File: config.mk
export PLATFORM = sky130hd
export DESIGN_NAME = decode
export DESIGN_NICKNAME = d
export VERILOG_FILES = /design/src/rtl/decode.sv
export SDC_FILE = /design/constraint.sdc
export NUM_CORES = 1
export LEC_CHECK = 0
export BUFFER_PORTS_ARGS = -buffer_cell sky130_fd_sc_hd__buf_2
export CELL_PAD_IN_SITES_DETAIL_PLACEMENT = 0
export CELL_PAD_IN_SITES_GLOBAL_PLACEMENT = 2
export CORE_MARGIN = 10
export CORE_UTILIZATION = 30
export CTS_CLUSTER_DIAMETER = 200
export DETAILED_ROUTE_END_ITERATION = 7
export PLACE_DENSITY_LB_ADDON = 0.3
export SLEW_MARGIN = 20
export SYNTH_ARGS = -nofsm -noshare
export SYNTH_HDL_FRONTEND = slang
export SYNTH_SLANG_ARGS = --single-unit
File: constraint.sdc
create_clock -name clk -period 1.75 [get_ports clk]
set_input_delay 0.175 -clock clk [delete_from_list [all_inputs] [get_ports clk]]
set_output_delay 0.175 -clock clk [all_outputs]
set_load 0.02 [all_outputs]
File: src/rtl/decode.sv
// LC3 decode stage: waits out the instruction memory latency, captures the word,
// splits it into fields, reads the register file and hands the result back to fetch.
module decode #(
  parameter int MEM_LAT = 1
) (
  input  logic        clk,
  input  logic        rst_n,
  input  logic        decode_start,
  input  logic [15:0] instr_in,
  input  logic        wb_en,
  input  logic [2:0]  wb_dr,
  input  logic [15:0] wb_data,
  output logic        busy,
  output logic        decode_valid,
  output logic        fetch_start,
  output logic [3:0]  opCode_out,
  output logic [8:0]  offset_out,
  output logic [2:0]  br_nzp,
  output logic [2:0]  result_nzp,
  output logic [2:0]  dr_out,
  output logic        imm_flag,
  output logic [15:0] imm_out,
  output logic [15:0] reg_out,
  output logic [15:0] sr2_data
);

  typedef enum logic [1:0] {IDLE, WAIT, ISSUE} state_t;

  localparam logic [1:0] CNT_INIT = 2'(MEM_LAT - 1);

  state_t      state_reg, state_next;
  logic [1:0]  cnt_reg, cnt_next;
  logic [15:0] rf [8];
  logic [7:0]  wr_sel;
  logic [2:0]  cc_next;
  logic        capture;
  logic [2:0]  src1, src2;
  logic [15:0] rd1, rd2;

  assign capture = (state_reg == WAIT) && (cnt_reg == 2'd0);

  always_ff @(posedge clk or negedge rst_n) begin
    if (!rst_n) begin
      state_reg <= IDLE;
      cnt_reg   <= '0;
    end else begin
      state_reg <= state_next;
      cnt_reg   <= cnt_next;
    end
  end

  always_comb begin
    state_next = state_reg;
    cnt_next   = cnt_reg;
    case (state_reg)
      IDLE: begin
        if (decode_start) begin
          state_next = WAIT;
          cnt_next   = CNT_INIT;
        end
      end
      WAIT: begin
        if (cnt_reg == 2'd0) state_next = ISSUE;
        else                 cnt_next   = cnt_reg - 2'd1;
      end
      ISSUE:   state_next = IDLE;
      default: state_next = IDLE;
    endcase
  end

  assign busy         = (state_reg != IDLE);
  assign decode_valid = (state_reg == ISSUE);
  assign fetch_start  = (state_reg == ISSUE);

  for (genvar gi = 0; gi < 8; gi++) begin : g_wr_sel
    assign wr_sel[gi] = wb_en && (wb_dr == 3'(gi));
  end

  always_ff @(posedge clk or negedge rst_n) begin
    if (!rst_n) begin
      for (int i = 0; i < 8; i++) rf[i] <= '0;
    end else begin
      for (int i = 0; i < 8; i++) begin
        if (wr_sel[i]) rf[i] <= wb_data;
      end
    end
  end

  always_comb begin
    cc_next = 3'b001;
    if (wb_data[15])           cc_next = 3'b100;
    else if (wb_data == 16'h0) cc_next = 3'b010;
  end

  always_ff @(posedge clk or negedge rst_n) begin
    if (!rst_n)     result_nzp <= 3'b010;
    else if (wb_en) result_nzp <= cc_next;
  end

  // Forward a same-edge writeback so the decoded operand is never stale.
  assign src1 = instr_in[8:6];
  assign src2 = instr_in[2:0];
  assign rd1  = (wb_en && wb_dr == src1) ? wb_data : rf[src1];
  assign rd2  = (wb_en && wb_dr == src2) ? wb_data : rf[src2];

  always_ff @(posedge clk or negedge rst_n) begin
    if (!rst_n) begin
      opCode_out <= '0;
      offset_out <= '0;
      br_nzp     <= '0;
      dr_out     <= '0;
      imm_flag   <= 1'b0;
      imm_out    <= '0;
      reg_out    <= '0;
      sr2_data   <= '0;
    end else if (capture) begin
      opCode_out <= instr_in[15:12];
      offset_out <= instr_in[8:0];
      br_nzp     <= (instr_in[15:12] == 4'b0000) ? instr_in[11:9] : 3'b000;
      dr_out     <= instr_in[11:9];
      imm_flag   <= instr_in[5];
      imm_out    <= {{11{instr_in[4]}}, instr_in[4:0]};
      reg_out    <= rd1;
      sr2_data   <= rd2;
    end
  end

endmodule

# Word level (Yosys, flattened, before mapping)
# Index checks and enable logic that the tools add are counted.
# word_totals
register_bits	192
latch_bits	0
ramBits	0
romBits	0
out_inout_bits	74
word_cells	75
n_memories	0
# classes
n_addsub	1
mul	0
div	0
n_lt_le_gt_ge	2
n_eq_ne	14
shifts	0
muxes	17
bitwise_logic	2
reduce_logical	20
# op_table
cell	count
16-bit binary-select mux with 3-bit select	2
16-bit two-way mux	6
16-bit logical NOT	1
3-bit == test (second input constant)	4
1-bit logical AND	11
2-bit two-way mux	5
4-bit >= comparator (second input constant)	2
3-bit inverter with 4-bit output	2
2-bit case mux with 2 select lines	2
3-bit by 2-bit == test with 1-bit output (second input constant)	2
3-bit == test	2
3-bit two-way mux	2
2-bit logical NOT	2
4-bit logical NOT	1
2-bit inequality test (second input constant)	2
2-bit nonzero test	2
3-bit by 1-bit == test with 1-bit output (second input constant)	1
3-bit logical NOT	1
3-bit AND reduction	1
2-bit by 1-bit == test with 1-bit output (second input constant)	1
2-bit == test (second input constant)	1
2-bit by 1-bit inequality test with 1-bit output (second input constant)	1
2-bit AND reduction	1
2-bit by 1-bit subtractor with 2-bit output (second input constant)	1

# Logic depth before layout (Yosys ltp)
# Gate-level depths: netlist of the first run.
# depth
depth_word	5
depth_mapped	9

# Worst setup path after synthesis of the first run
# No wires, ideal clock.
# synth_timing
path_kind	register to register
start	register cnt_reg[0]
end	register reg_out[10]
arrival_time_ns	1.620
t_required_ns	1.624
slack_ns	0.004
stages_incl_launch_ff	10
path_buffers	2
synth_period_minus_slack_ns	1.746
cell_sequence	dfrtp_1 inv_1 ha_1 nand3b_1 buf_2 inv_2 o41ai_4 buf_6 nor2_1 a221o_1
# synth_via
elab_chain_cells	2
# synth_rtl
element	line	source
from (decl)	32	logic [1:0] cnt_reg, cnt_next;
from (signal assigned)	48	cnt_reg <= cnt_next;
2-bit logical NOT	40	assign capture = (state_reg == WAIT) && (cnt_reg == 2'd0);
1-bit logical AND	40	
to (signal assigned)	123	reg_out <= rd1;
to (decl)	23	output logic [15:0] reg_out,
# No other way between the ends.
# A chain may end at the register's enable or synchronous reset.

# Worst setup path in the final report of the first run
# layout_timing
start	register cnt_reg[0]
end	register reg_out[3]
# The elaborated chain is that of the path after synthesis.

==> metrics.yaml, run 1 <==
outcome: "finished with violations"
violations: "setup timing"
syn_to_final_growth_pct: 19.8
ys.flop_type: "dfrtp_1"
rsz0062_at_grt: "true"
cts_root_buf: "clkbuf_16"
critPathCaptureType: "flip-flop"
largest_register_ffs: 128
vias_per_cell: 5.16
gp_congestion: 0.731
total_power_mw: 15.8
dp_hpwl_mm: 18.0
slowest_stage: "dfrtp_1"
yosysTopAreaCell: "dfrtp_1"
synth-edff-count: 0
wl_per_cell_um: 23.4
routed_wl_mm: 27.4
synth_seq_cells: 186
final_area_mm2: 0.0113
finalSetupTns_ns: -0.0247
grt_pass1_wl_mm: 41.9
finalHoldWorstSlack_ns: 0.0871
drt_first_iter_violations: 356
slowest_delay_ns: 0.38
stdcell_count: 1171
final_core_util: 0.366
antenna_found_initial: 0
firstDrtPassIters: 5
finalSetupViolCount: 3
vias: 6040
overflow: 0
worst_ep_required_time_ns: 2.10
synth_area_leaders: "dfrtp_1 49%, mux4_2 15%, mux2_2 12%"
io_pins: 113
max_freq_ghz: 0.566
dp_slack_ns: -0.0430
start_util: 0.306
cts_setup_buffers: 0
htreeDepth: 4
ir_drop_uv: 659
drive_above_1_share: 0.470
coreArea_mm2: 0.0308
io_buffers: 112
path_class: "reg2reg"
hold_class: "in2reg"
grt_pass1_vias: 6658
die_h_um: 197
ys_warn_count: 0
ys_types: 37
critPathLaunchType: "flip-flop"
grt_max_degree: 70
synth_area_mm2: 0.00943
place_area_mm2: 0.0106
synth_top_area_frac: 0.491
fin_nets: 802
syn_nets: 694
syn_inst: 654
hold_viol_final: 0
worstSkewPairLatency_ns: 0.42
async_reset_ff_frac: 1.00
rows: 64
min_period_over_period: 1.01
fin_skew_ns: 0.0123
die_x_um: 197
period_minus_slack_ns: 1.77
cp_max_fo: 16
reg_top3: "rf: 128 flops, reg_out: 16 flops, sr2_data: 16 flops"
cap_violations: 0
path_cells: "inv_1, ha_1, nand3b_1, buf_6, nor4b_4, buf_12, a221o_1"
n_antenna_cell: 0
drcViolationCount: 0
yosysSeqAreaShare: 0.494
dieArea_mm2: 0.0389
synth.avg_cell_area_um2: 14.4
setup_ws_ns: -0.0158
track_usage: 0.140
cts-buffers-inserted: 17
relSlewSlack: 0.705
cts.sinks: 186
slew_violations: 0
clk_path_buf_depth: 2
worst_pin_slew_ns: 0.443
clkSlewWorstSetupHoldPaths_ns: 0.07
dp.cells: 1128
arrival_ns: 2.12
drtAntennaViolNets: 0
tritoncts: "done"
max_flop_register: "rf"
fill_cells: 2925
power.density_mw_per_mm2: 1400
p_leak_nw: 4.98
[critical path: cells and delay by family (launching register included)]
kind,cells,cell delay [ns]
buf+inv,3,0.47
fa+ha+maj,1,0.16
compound gates,1,0.18
simple gates,2,0.50
flops,1,0.38
[power by group]
| part | internal, mW | switching [mW] | total [mW] |
|---|---|---|---|
| combinational | 2.69 | 3.03 | 5.72 |
| clock | 1.97 | 1.73 | 3.70 |
| sequential | 5.53 | 0.879 | 6.41 |
[routing by layer]
layer / routed length, µm / global-route usage / vias up
li1: - / - / 2657
met1: 11900 / 0.177 / 3248
met2: 14200 / 0.245 / 121
met3: 1090 / 0.0227 / 14
met4: 225 / 0.0333 / 0
met5: 0 / 0 / -
[cell usage after synthesis, types with 12 or more instances]
cell type,n
nand2_1,50
nor2_1,37
mux2_2,100
buf_6,12
clkbuf_1,27
buf_2,13
mux4_2,64
a221o_1,32
dfrtp_1,185
mux2i_1,32
mux2_1,30
buf_4,21
[layout make-up]
class                   count  area [µm²]  area share
repair buffers            166        1290       0.114
clock inverters            10        81.3     0.00720
clock buffers              22         474      0.0420
well taps                 396         495      0.0439
flip-flops and latches    186        4660       0.412
multi-input cells         386        4280       0.379
inverters                   5        18.8     0.00166
[worst paths after layout]
path | cells after the start | end | from | slack, ns
worst min register to register | 2 | offset_out[8]$_DFFE_PN0P_ | offset_out[8]$_DFFE_PN0P_ | 0.48
worst max register to register | 7 | reg_out[3]$_DFFE_PN0P_ | cnt_reg[0]$_DFFE_PN0P_ | -0.02
max in group asynchronous | 3 | result_nzp[1]$_DFFE_PN1P_ | rst_n | 0.83
worst max-delay path | 7 | reg_out[3]$_DFFE_PN0P_ | cnt_reg[0]$_DFFE_PN0P_ | -0.02
min in group asynchronous | 2 | rf[117]$_DFFE_PN0P_ | rst_n | 0.20
worst min-delay path | 3 | state_reg[0]$_DFFE_PN0P_ | decode_start | 0.09
[placed cells by master, fill, tap and decap left out, drive strengths merged, types with 4 or more instances in the layout]
cell type	n
nor4	4
dlygate4sd3	11
clkbuf	22
mux4	64
nor2	37
nand2	50
inv	10
mux2i	32
buf	155
mux2	130
clkinv	4
dfrtp	185
a221o	32
xor2	6
[logic make-up (layout without fill, tap and decap cells)]
family	after synthesis	count (layout)	share of synthesized area
flip-flops	186	186	0.494
AND/OR/NAND/NOR	110	110	0.0571
multiplexers	226	226	0.342
buffers and inverters	82	203	0.0523
XOR/XNOR	6	6	0.00717
adder cells (fa/ha/maj)	1	1	0.00133
AO/OA/AOI/OAI	43	43	0.0461
[repair_timing]
action,4_1_cts,5_1_grt
endpoints found under the setup margin,27,34
hold buffers,11,0
hold endpoints to repair,40,0
resized for setup,1,1
cloned,0,0
pin swaps,1,2
(Power assumes the default switching activity.)
==> run 2, diff against run 1 <==
--- a/config.mk
+++ b/config.mk
@@ -9,9 +9,10 @@
 export CELL_PAD_IN_SITES_DETAIL_PLACEMENT = 0
 export CELL_PAD_IN_SITES_GLOBAL_PLACEMENT = 2
 export CORE_MARGIN = 10
-export CORE_UTILIZATION = 30
+export CORE_UTILIZATION = 38
 export CTS_CLUSTER_DIAMETER = 200
 export DETAILED_ROUTE_END_ITERATION = 7
+export MAX_ROUTING_LAYER = met4
 export PLACE_DENSITY_LB_ADDON = 0.3
 export SLEW_MARGIN = 20
 export SYNTH_ARGS = -nofsm -noshare
==> run 2 against run 1 <==
Against the previous run: the flow still finishes with violations (setup timing); maximum frequency fell by 5.5%; highest routed layer unchanged; largest cell class unchanged; clock skew shrank 0.0032 ns; first-iteration DRC count is 7.0% higher; final cell count fell by 5.8%; worst hold slack improved by 0.011 ns.
==> metrics.yaml, run 2 (synthesis results as in run 1) <==
outcome: "finished with violations"
violations: "setup timing"
worst_ep_required_time_ns: 2.12  # +0.02 ns
fin_nets: 806  # +0.50%
critPathCaptureType: "flip-flop"
slew_violations: 0  # unchanged
drive_above_1_share: 0.478  # +0.00786
fill_cells: 2157  # -26%
sw_frac_of_total: 0.346  # -0.0105
rows: 57  # -11%
power.density_mw_per_mm2: 1440  # +2.5%
cts.sinks: 186  # unchanged
antenna_found_initial: 0  # unchanged
die_h_um: 178  # -10%
path_class: "reg2reg"
critPathLaunchType: "flip-flop"
clkSlewWorstSetupHoldPaths_ns: 0.07  # about the same
final_area_mm2: 0.0113  # +0.40%
p_sw_mw: 5.63  # -0.14%
reg2regPathDepth: 9  # +2
die_x_um: 178  # -10%
worst_pin_slew_ns: 0.470  # +0.0273 ns
coreArea_mm2: 0.0244  # -21%
grt_pass1_vias: 6592  # -0.99%
grt_max_degree: 86  # +23%
place_area_mm2: 0.0104  # -1.8%
worstSkewPairLatency_ns: 0.43  # about the same
cts_root_buf: "clkbuf_16"
min_from: "decode_start"
track_usage: 0.169  # +0.0290
drcViolationCount: 0  # unchanged
clk_path_buf_depth: 2  # unchanged
setup_ws_ns: -0.119  # -0.103 ns
cp_max_fo: 8  # -8
firstDrtPassIters: 5  # unchanged
clkPwrFrac: 0.251  # +0.018
io_buffers: 112  # unchanged
hold_class: "in2reg"
gp_congestion: 0.746  # +2.1%
htreeDepth: 4  # unchanged
p_leak_nw: 5.03  # +0.99%
drtAntennaViolNets: 0  # unchanged
final_core_util: 0.465  # +0.0986
cts-buffers-inserted: 17  # unchanged
wl_per_cell_um: 23.6  # +1.2%
max_freq_ghz: 0.535  # -5.5%
tritoncts: "done"
drt_first_iter_violations: 381  # +7.0%
cap_violations: 0  # unchanged
pwr-share-seq: 0.394  # -0.011
vias: 6046  # +0.099%
rrSetupSlack_ns: -0.12  # -0.10 ns
ir_drop_uv: 752  # +14%
mostFrequentLayoutCells: "185 x dfrtp_1, 111 x buf_2, 100 x mux2_2, 64 x mux4_2, 50 x nand2_1"
fin_skew_ns: 0.00902  # -0.00323 ns
hold_viol_final: 0  # unchanged
dp_slack_ns: -0.0220  # +0.0210 ns
largest_register_ffs: 128  # unchanged
dieArea_mm2: 0.0315  # -19%
io_pins: 113  # unchanged
rsz0062_at_grt: "true"
whs_path_depth: 3  # unchanged
dp_hpwl_mm: 16.3  # -9.4%
period_minus_slack_ns: 1.87  # +0.103 ns
reg_top3: "rf: 128 flops, reg_out: 16 flops, sr2_data: 16 flops"
r2r-start: "cnt_reg[1]$_DFFE_PN0P_"
min_period_over_period: 1.07  # +0.0589
p_int_mw: 10.7  # +4.6%
grt_pass1_wl_mm: 39.4  # -5.9%
vias_per_cell: 5.48  # +6.3%
overflow: 0  # unchanged
n_antenna_cell: 0  # unchanged
arrival_ns: 2.24  # +0.12 ns
relSlewSlack: 0.687  # -0.0182
max_flop_register: "rf"
r2r-end: "reg_out[1]$_DFFE_PN0P_"
routed_wl_mm: 26.1  # -4.7%
layout_commonest_cell: "dfrtp_1"
finalSetupViolCount: 24  # +21
start_util: 0.386  # +0.0807
holdPathEnd: "state_reg[0]$_DFFE_PN0P_"
combPwrFrac: 0.354  # -0.007
syn_to_final_growth_pct: 20.3
## run 2: changes by cell type in the layout (fill, tap and decap cells not counted), sizes merged
cell / delta
clkbuf: +1
clkinvlp: +2
bufinv: +3
inv: -3
buf: +1
## run 2: power by group through the flow
stage / registers [mW] / clock network [mW] / logic, mW
6_report: 6.42 / 4.10 / 5.77
3_5_place_dp: 6.48 / 0 / 5.55
4_1_cts: 6.41 / 4.19 / 5.67
5_1_grt: 6.59 / 4.35 / 6.23
3_3_place_gp: 6.38 / 0 / 5.43
2_1_floorplan: 6.86 / 0 / 3.41
## run 2: area by class of cell
cell class | instances | area (µm²) | share of cell area
timing repair buffer | 170 | 1340 | 0.118
inverter | 5 | 21.3 | 0.00188
tap | 324 | 405 | 0.0357
sequential | 186 | 4660 | 0.410
clock inverter | 12 | 164 | 0.0145
multi-input combinational | 386 | 4290 | 0.378
clock buffer | 20 | 467 | 0.0411
## run 2: layer usage
metal | GRT usage | wire length [µm]
met1 | 0.201 | 11000
met5 | - | 0
met2 | 0.289 | 13200
met4 | 0.0528 | 486
met3 | 0.0285 | 1320
## run 2: worst max-delay path: stages (launching register included)
cell	delay, ns
dfrtp_1	0.38
inv_2	0.08
ha_4	0.14
nand3b_1	0.14
buf_6	0.17
buf_6	0.12
nor4b_4	0.30
buf_4	0.17
clkbuf_16	0.16
a221o_1	0.14
## run 2: stage by stage
step | setup TNS [ns] | total power, mW | cells | hold slack (ns)
after floorplan | 0 | 10.3 | 654 | -0.121
after global placement | 0 | 11.8 | 1049 | 0.0205
after detailed placement | -0.412 | 12.0 | 1049 | 0.0239
after CTS | -1.61 | 16.3 | 1098 | 0.0884
after global routing | -3.70 | 17.2 | 1103 | 0.109
final | -1.71 | 16.3 | 1103 | 0.0983
## run 2: timing repair
action | in CTS | in global routing
hold buffers | 11 | 0
setup endpoints to repair | 35 | 32
gates cloned | 1 | 3
pin swaps | 3 | 12
endpoints found under the hold margin | 198 | 0
setup buffers | 5 | 4
resized for setup | 4 | 13
## run 2: worst max-delay path by stage
| stage | cells past startpoint | from | slack, ns | endpoint |
|---|---|---|---|---|
| after detailed placement | 7 | cnt_reg[0]$_DFFE_PN0P_ | -0.02 | sr2_data[10]$_DFFE_PN0P_ |
| after global placement | 7 | cnt_reg[0]$_DFFE_PN0P_ | 0.03 | sr2_data[13]$_DFFE_PN0P_ |
| after CTS | 7 | cnt_reg[0]$_DFFE_PN0P_ | -0.08 | sr2_data[15]$_DFFE_PN0P_ |
| after floorplan | 9 | cnt_reg[0]$_DFFE_PN0P_ | 0.004 | reg_out[10]$_DFFE_PN0P_ |
| after global routing | 9 | cnt_reg[1]$_DFFE_PN0P_ | -0.19 | reg_out[15]$_DFFE_PN0P_ |
| final | 9 | cnt_reg[1]$_DFFE_PN0P_ | -0.12 | reg_out[1]$_DFFE_PN0P_ |
